### src/rtl/bcd_countdown_timer.sv
// Presettable packed-BCD down-counter with run/pause control and expiry flag.
// Shares the BCD up-counter's nibble layout so the 7-seg decode path is reused.
module bcd_countdown_timer #(
  parameter int DIGITS = 4
) (
  input  logic                clk,
  input  logic                reset,
  input  logic                load,
  input  logic [4*DIGITS-1:0] load_val,
  input  logic                start_stop,
  input  logic                tick,
  output logic [4*DIGITS-1:0] count,
  output logic                running,
  output logic                done,
  output logic                expired
);

  localparam int W = 4 * DIGITS;

  typedef enum logic [1:0] {
    IDLE,
    RUN,
    PAUSED,
    DONE
  } state_e;

  state_e         state_q;
  logic [W-1:0]   count_q;
  logic [W-1:0]   reload_q;
  logic           running_q;
  logic           done_q;
  logic           expired_q;

  logic [W-1:0]   dec_d;
  logic [W-1:0]   san_d;
  logic           is_zero;
  logic           is_one;

  assign is_zero = (count_q == '0);
  assign is_one  = (count_q == W'(1));

  always_comb begin : san_blk
    san_d = '0;
    for (int i = 0; i < DIGITS; i++) begin
      if (load_val[4*i +: 4] > 4'd9)
        san_d[4*i +: 4] = 4'd9;
      else
        san_d[4*i +: 4] = load_val[4*i +: 4];
    end
  end

  // Ripple borrow: a zero digit wraps to 9 and passes the borrow upward.
  always_comb begin : dec_blk
    logic b;
    b     = 1'b1;
    dec_d = count_q;
    for (int i = 0; i < DIGITS; i++) begin
      if (b) begin
        if (count_q[4*i +: 4] == 4'd0) begin
          dec_d[4*i +: 4] = 4'd9;
        end else begin
          dec_d[4*i +: 4] = count_q[4*i +: 4] - 4'd1;
          b = 1'b0;
        end
      end
    end
  end

  always_ff @(posedge clk) begin
    if (!reset) begin
      state_q   <= IDLE;
      count_q   <= '0;
      reload_q  <= '0;
      running_q <= 1'b0;
      done_q    <= 1'b0;
      expired_q <= 1'b0;
    end else begin
      expired_q <= 1'b0;
      if (load) begin
        state_q   <= IDLE;
        count_q   <= san_d;
        reload_q  <= san_d;
        running_q <= 1'b0;
        done_q    <= 1'b0;
      end else if (start_stop) begin
        unique case (state_q)
          IDLE: begin
            if (!is_zero) begin
              state_q   <= RUN;
              running_q <= 1'b1;
            end
          end
          RUN: begin
            state_q   <= PAUSED;
            running_q <= 1'b0;
          end
          PAUSED: begin
            state_q   <= RUN;
            running_q <= 1'b1;
          end
          DONE: begin
            state_q <= IDLE;
            done_q  <= 1'b0;
            count_q <= reload_q;
          end
        endcase
      end else if (tick && state_q == RUN) begin
        if (is_one) begin
          count_q   <= '0;
          state_q   <= DONE;
          running_q <= 1'b0;
          done_q    <= 1'b1;
          expired_q <= 1'b1;
        end else begin
          count_q <= dec_d;
        end
      end
    end
  end

  assign count   = count_q;
  assign running = running_q;
  assign done    = done_q;
  assign expired = expired_q;

endmodule

### config.mk
export PLATFORM = sky130hd
export DESIGN_NAME = bcd_countdown_timer
export DESIGN_NICKNAME = d
export VERILOG_FILES = /design/src/rtl/bcd_countdown_timer.sv
export SDC_FILE = /design/constraint.sdc
export NUM_CORES = 1
export LEC_CHECK = 0
export ABC_AREA = 1
export BUFFER_PORTS_ARGS = -buffer_cell sky130_fd_sc_hd__buf_2
export CAP_MARGIN = 10
export CORE_UTILIZATION = 50
export DETAILED_ROUTE_END_ITERATION = 12
export PLACE_DENSITY = 0.81
export SYNTH_ARGS = -nofsm -noshare
export SYNTH_HDL_FRONTEND = slang
export SYNTH_SLANG_ARGS = --single-unit
### constraint.sdc
create_clock -name clk -period 1.3 [get_ports clk]
set_input_delay 0.13 -clock clk [delete_from_list [all_inputs] [get_ports clk]]
set_output_delay 0.13 -clock clk [all_outputs]
set_load 0.02 [all_outputs]
== Yosys cells after proc, flatten, opt, wreduce, memory -nomap -nowiden ==
Cells that the tools add are included.

* Bits in registers: 37
* Output and inout bits: 19
* Word-level logic and storage cells: 85

* $lt $le $gt $ge: 4
* Equality and inequality tests: 8
* Muxes and demuxes: 36
* Add/subtract/negate cells: 4
* Bitwise operators: 2
* Reduce and logical (&&, ||, !) cells: 22

{| class="wikitable"
|+ Operators by type and width
! operator !! number
|-
| two-way mux 16 bit || 5
|-
| two-way mux 4 bit || 11
|-
| equality test 16 x 1 -> 1 bit (second input constant) || 1
|-
| greater-than comparator 4 bit (second input constant) || 4
|-
| zero test 16 bit || 1
|-
| zero test 4 bit || 4
|-
| subtractor 4 x 1 -> 4 bit (second input constant) || 4
|-
| AND reduction 3 bit || 5
|-
| two-way mux 1 bit || 14
|-
| nonzero test 4 bit || 3
|-
| two-way mux 2 bit || 4
|-
| case mux 2 bit (4 select lines) || 1
|-
| equality test 2 bit (second input constant) || 2
|-
| inequality test 4 x 1 -> 1 bit (second input constant) || 1
|-
| AND reduction 4 bit || 1
|-
| nonzero test 2 bit || 2
|-
| OR reduction 4 bit || 1
|-
| inequality test 3 x 2 -> 1 bit (second input constant) || 1
|-
| inequality test 3 bit (second input constant) || 1
|-
| case mux 1 bit (3 select lines) || 1
|-
| nonzero test 3 bit || 1
|-
| equality test 2 x 1 -> 1 bit (second input constant) || 1
|-
| zero test 2 bit || 1
|-
| inequality test 2 x 1 -> 1 bit (second input constant) || 1
|-
| 4 further kinds || 5
|}

== Logic depth before layout (Yosys ltp) ==
* Depth in word-level cells: 9
* Gate-level depth with buffers: 11
* Depth with buffers taken out: 11

== Worst setup path after synthesis ==
No wires, ideal clock.

* Path type: register to register
* Start point: register count_q[12] (netlist: count[12])
* End point: register count_q[15] (netlist: count[15])
* Library setup time: 113 ps
* Arrival time: 1449 ps
* Period minus slack after synthesis: 1561 ps
* Slack: -261 ps
* Path buffers: 0
* Stages on the path, launching flop included: 12
* Cells stage by stage: dfxtp_1 -> inv_1 -> ha_1 -> nand3_1 -> nor2_2 -> nand2_2 -> nand2_1 -> inv_1 -> nand2_1 -> nand2_1 -> nor2_1 -> nor2_1

* Longest elaborated chain between the ends: 7

{| class="wikitable"
|+ RTL lines
! item !! RTL line !! text
|-
| start, declared || 28 || <nowiki>logic [W-1:0] count_q;</nowiki>
|-
| start signal, assigned || 81 || <nowiki>count_q <= san_d;</nowiki>
|-
| start signal, assigned || 104 || <nowiki>count_q <= reload_q;</nowiki>
|-
| subtractor 4 x 1 -> 4 bit / zero test 4 bit (equally long branches) || 62, 59 ||
|-
| two-way mux 4 bit || 59 || <nowiki>if (count_q[4*i +: 4] == 4'd0) begin</nowiki>
|-
| two-way mux 4 bit || 58 || <nowiki>if (b) begin</nowiki>
|-
| two-way mux 16 bit || 108 || <nowiki>if (is_one) begin</nowiki>
|-
| two-way mux 16 bit || 107 || <nowiki>end else if (tick && state_q == RUN) begin</nowiki>
|-
| two-way mux 16 bit || 85 || <nowiki>end else if (start_stop) begin</nowiki>
|-
| two-way mux 16 bit || 79 || <nowiki>if (load) begin</nowiki>
|}

Parallel ways exist; a longest one is shown, timed or not. The select of a mux whose other input is x is not followed.
A chain may end at the register's enable or synchronous reset.

== Worst setup path in the final report ==
* Start point: register count_q[5] (netlist: count[5])
* End point: register count_q[11] (netlist: count[11])

* Longest elaborated chain between the ends: 5

{| class="wikitable"
|+ RTL lines
! item !! RTL line
|-
| equality test 16 x 1 -> 1 bit / zero test 4 bit (equally long branches) || 40, 59
|-
| two-way mux 16 bit / two-way mux 1 bit (equally long branches) || 108, 59
|-
| two-way mux 16 bit / two-way mux 1 bit (equally long branches) || 107, 58
|-
| two-way mux 16 bit / nonzero test 4 bit (equally long branches) || n/a
|-
| two-way mux 16 bit / AND reduction 3 bit (equally long branches) || n/a
|}

Parallel ways exist; a longest one is shown, timed or not. The select of a mux whose other input is x is not followed.

==> impl_metrics.json <==
{
  "cp.arrival_ps": 1670,
  "crit_path_start_kind": "register",
  "chipHeight_um": 66.7,
  "dr_total_vias": 2387,
  "die-area_um2": 4450,
  "synthFlopType": "dfxtp_1",
  "finalHoldViolCount": 0,
  "ys_async_sr_fraction": 0,
  "postCtsHoldBufs": 0,
  "routed_via_density": 5.27,
  "max_freq_ghz": 0.679,
  "fin_crit_sh": 1.13,
  "start_util": 0.523,
  "insertion_delay_ps": 300,
  "clock-sinks": 37,
  "grtUsageTotal": 0.277,
  "seq_area_um2": 772,
  "worstPathMaxFanout": 7,
  "syn_inst": 315,
  "synth_edf_count": 0,
  "relSlewSlack": 0.774,
  "drive_above_1_share": 0.400,
  "rr_endpoint": "count[11]",
  "std_cell_rows": 23,
  "drcViolationCount": 0,
  "rrSetupSlack_ps": -170,
  "fillerInstances": 268,
  "synth_seq_cells": 37,
  "place.gp.congestion": 0.875,
  "grt_pass1_vias": 2168,
  "core_area_um2": 4000,
  "syn-cell-area_um2": 2090,
  "reg2reg_from": "count[5]",
  "setup_slack_ps": -172,
  "avgSynthCellArea_um2": 6.65,
  "p_total_w": 0.00350,
  "final_core_util": 0.760,
  "ys.warnings.count": 0,
  "drtPass1Iterations": 5,
  "antenna_cells": 0,
  "hold_end": "reload_q[5]",
  "synth_cell_types": 36,
  "design.final.nets": 430,
  "p_per_area_nw_per_um2": 1150,
  "whs_ps": 119,
  "holdCritStartpoint": "load_val[5]",
  "ir_worst_vdd_mv": 0.676,
  "whs_path_depth": 3,
  "dpl.hpwl_um": 4240,
  "final_max_slew_viol_count": 0,
  "multi_input_area_um2": 1380,
  "worstPathRequired_ps": 1500,
  "rsz0062_at_grt": "true",
  "p_leak_nw": 1.44,
  "ios": 40,
  "area_delta_synth_final_pct": 45.3,
  "cts_tree": "done",
  "clk_path_buf_depth": 2,
  "grt_pass1_wl_um": 9290,
  "failed_checks": "negative setup slack",
  "end_kind": "register",
  "syn_nets": 343,
  "cts_buffers": 5,
  "grt_max_degree": 16,
  "ys_seq_area_frac": 0.354,
  "htreeDepth": 2,
  "clk_pin_slew_ps": 80,
  "die_w_um": 66.7,
  "root_buffer": "clkbuf_8",
  "reg2regPathDepth": 11,
  "numPortBuffers": 39,
  "setup_violations": 19,
  "status": "finished with violations",
  "crit_type": "reg2reg",
  "period_minus_slack_ps": 1470,
  "grt_overflow": 0,
  "fin_skew_ps": 7.14,
  "wl_per_cell_um": 13.0,
  "routed_wirelength_um": 5910,
  "worst_pin_slew_ps": 335,
  "antenna_found_initial": 0,
  "maxCapViolCount": 0,
  "min_path_type": "in2reg",
  "dr.first_iter.drc_count": 166,
  "ant_nets": 0
}
==> cell usage after synthesis, drive strengths merged (2+ instances only) <==
library cell | count | area [µm²]
a21oi | 26 | 138
nand3 | 30 | 173
xor2 | 2 | 17.5
nand2 | 74 | 290
nor3 | 4 | 20.0
nor2 | 54 | 220
buf | 6 | 38.8
nand4 | 3 | 18.8
ha | 7 | 87.6
or2 | 2 | 12.5
inv | 36 | 138
dfxtp | 37 | 741
xnor2 | 2 | 17.5
o21ai | 21 | 105
o21a | 2 | 15.0
==> layout make-up <==
class,instances,share of cell area
clock buffer,6,0.0239
clock inverter,2,0.0111
inverter,37,0.0539
multi-input combinational,234,0.453
sequential,37,0.254
tap,50,0.0206
timing repair buffer,87,0.184
==> flip-flops by register name, summed over array words and instances (netlist names) <==
register and flops:
done 1, running 1, state_q 2, expired 1, count 16, reload_q 16
==> power by group <==
| part | switching [W] | total, W | internal (W) |
|---|---|---|---|
| registers | 0.0000562 | 0.00128 | 0.00122 |
| clock network | 0.000408 | 0.000974 | 0.000566 |
| logic | 0.000707 | 0.00125 | 0.000540 |
| total | 0.00117 | 0.00350 | 0.00233 |
==> per-stage QoR <==
step	setup TNS (ps)	cell area, µm²	setup WS [ps]	instances
6_report	-1900	3040	-172	453
5_1_grt	-3580	3040	-241	453
3_5_place_dp	-1670	2810	-142	443
3_3_place_gp	-902	2810	-102	443
2_1_floorplan	-347	2250	-56.4	315
4_1_cts	-1500	3000	-118	452
==> placed cells by master, fill, tap and decap left out, drive strengths merged <==
master,n
o21ai,21
xnor2,2
nand3,30
nand4,3
xor2,2
o211ai,1
o21bai,1
dfxtp,37
buf,87
clkbuf,6
a21oi,26
nor2,54
bufinv,1
a21boi,1
nor3,4
or2,2
ha,7
a211oi,1
inv,36
nand2,74
o21a,2
a22o,1
o22ai,1
clkinv,2
o221ai,1
==> logic make-up (layout without fill, tap and decap cells) <==
| kind of cell | count (synthesis) | in the layout | share of synthesized area |
|---|---|---|---|
| XOR/XNOR | 4 | 4 | 0.0167 |
| buffers and inverters | 44 | 132 | 0.0879 |
| adder cells (fa/ha/maj) | 7 | 7 | 0.0418 |
| AO/OA/AOI/OAI | 56 | 56 | 0.149 |
| AND/OR/NAND/NOR | 167 | 167 | 0.351 |
| flip-flops | 37 | 37 | 0.354 |
==> worst max-delay path by stage <==
stage	from	end	slack [ps]	cells past startpoint
after CTS	count[9]	count[15]	-120	9
after global placement	count[9]	count[6]	-100	9
after global routing	count[5]	count[6]	-240	9
after floorplan	count[9]	count[10]	-60	11
after detailed placement	count[5]	count[15]	-140	11
final	count[5]	count[11]	-170	11
==> timing repair <==
action,CTS,global route
gates cloned,0,0
setup endpoints to repair,20,21
setup buffers,1,1
pin swaps,13,7
gates resized for setup,24,9
==> worst max-delay path, stage by stage (launching register included) <==
cell and delay [ps]:
dfxtp_4 350, inv_4 60, ha_4 150, nand2_4 80
nor2_4 130, nand2_4 130, nand2_4 130, inv_4 60
nand2_1 70, nand2_1 50, nor2_1 90, nor2_1 40
==> layer usage <==
metal,GRT usage,part of all wire,vias up
met4,0.125,0.014,0
met5,0,0,-
li1,-,-,1194
met2,0.461,0.50,81
met1,0.334,0.42,1101
met3,0.0685,0.057,11
No activity file was read; power rests on OpenSTA's default activity.
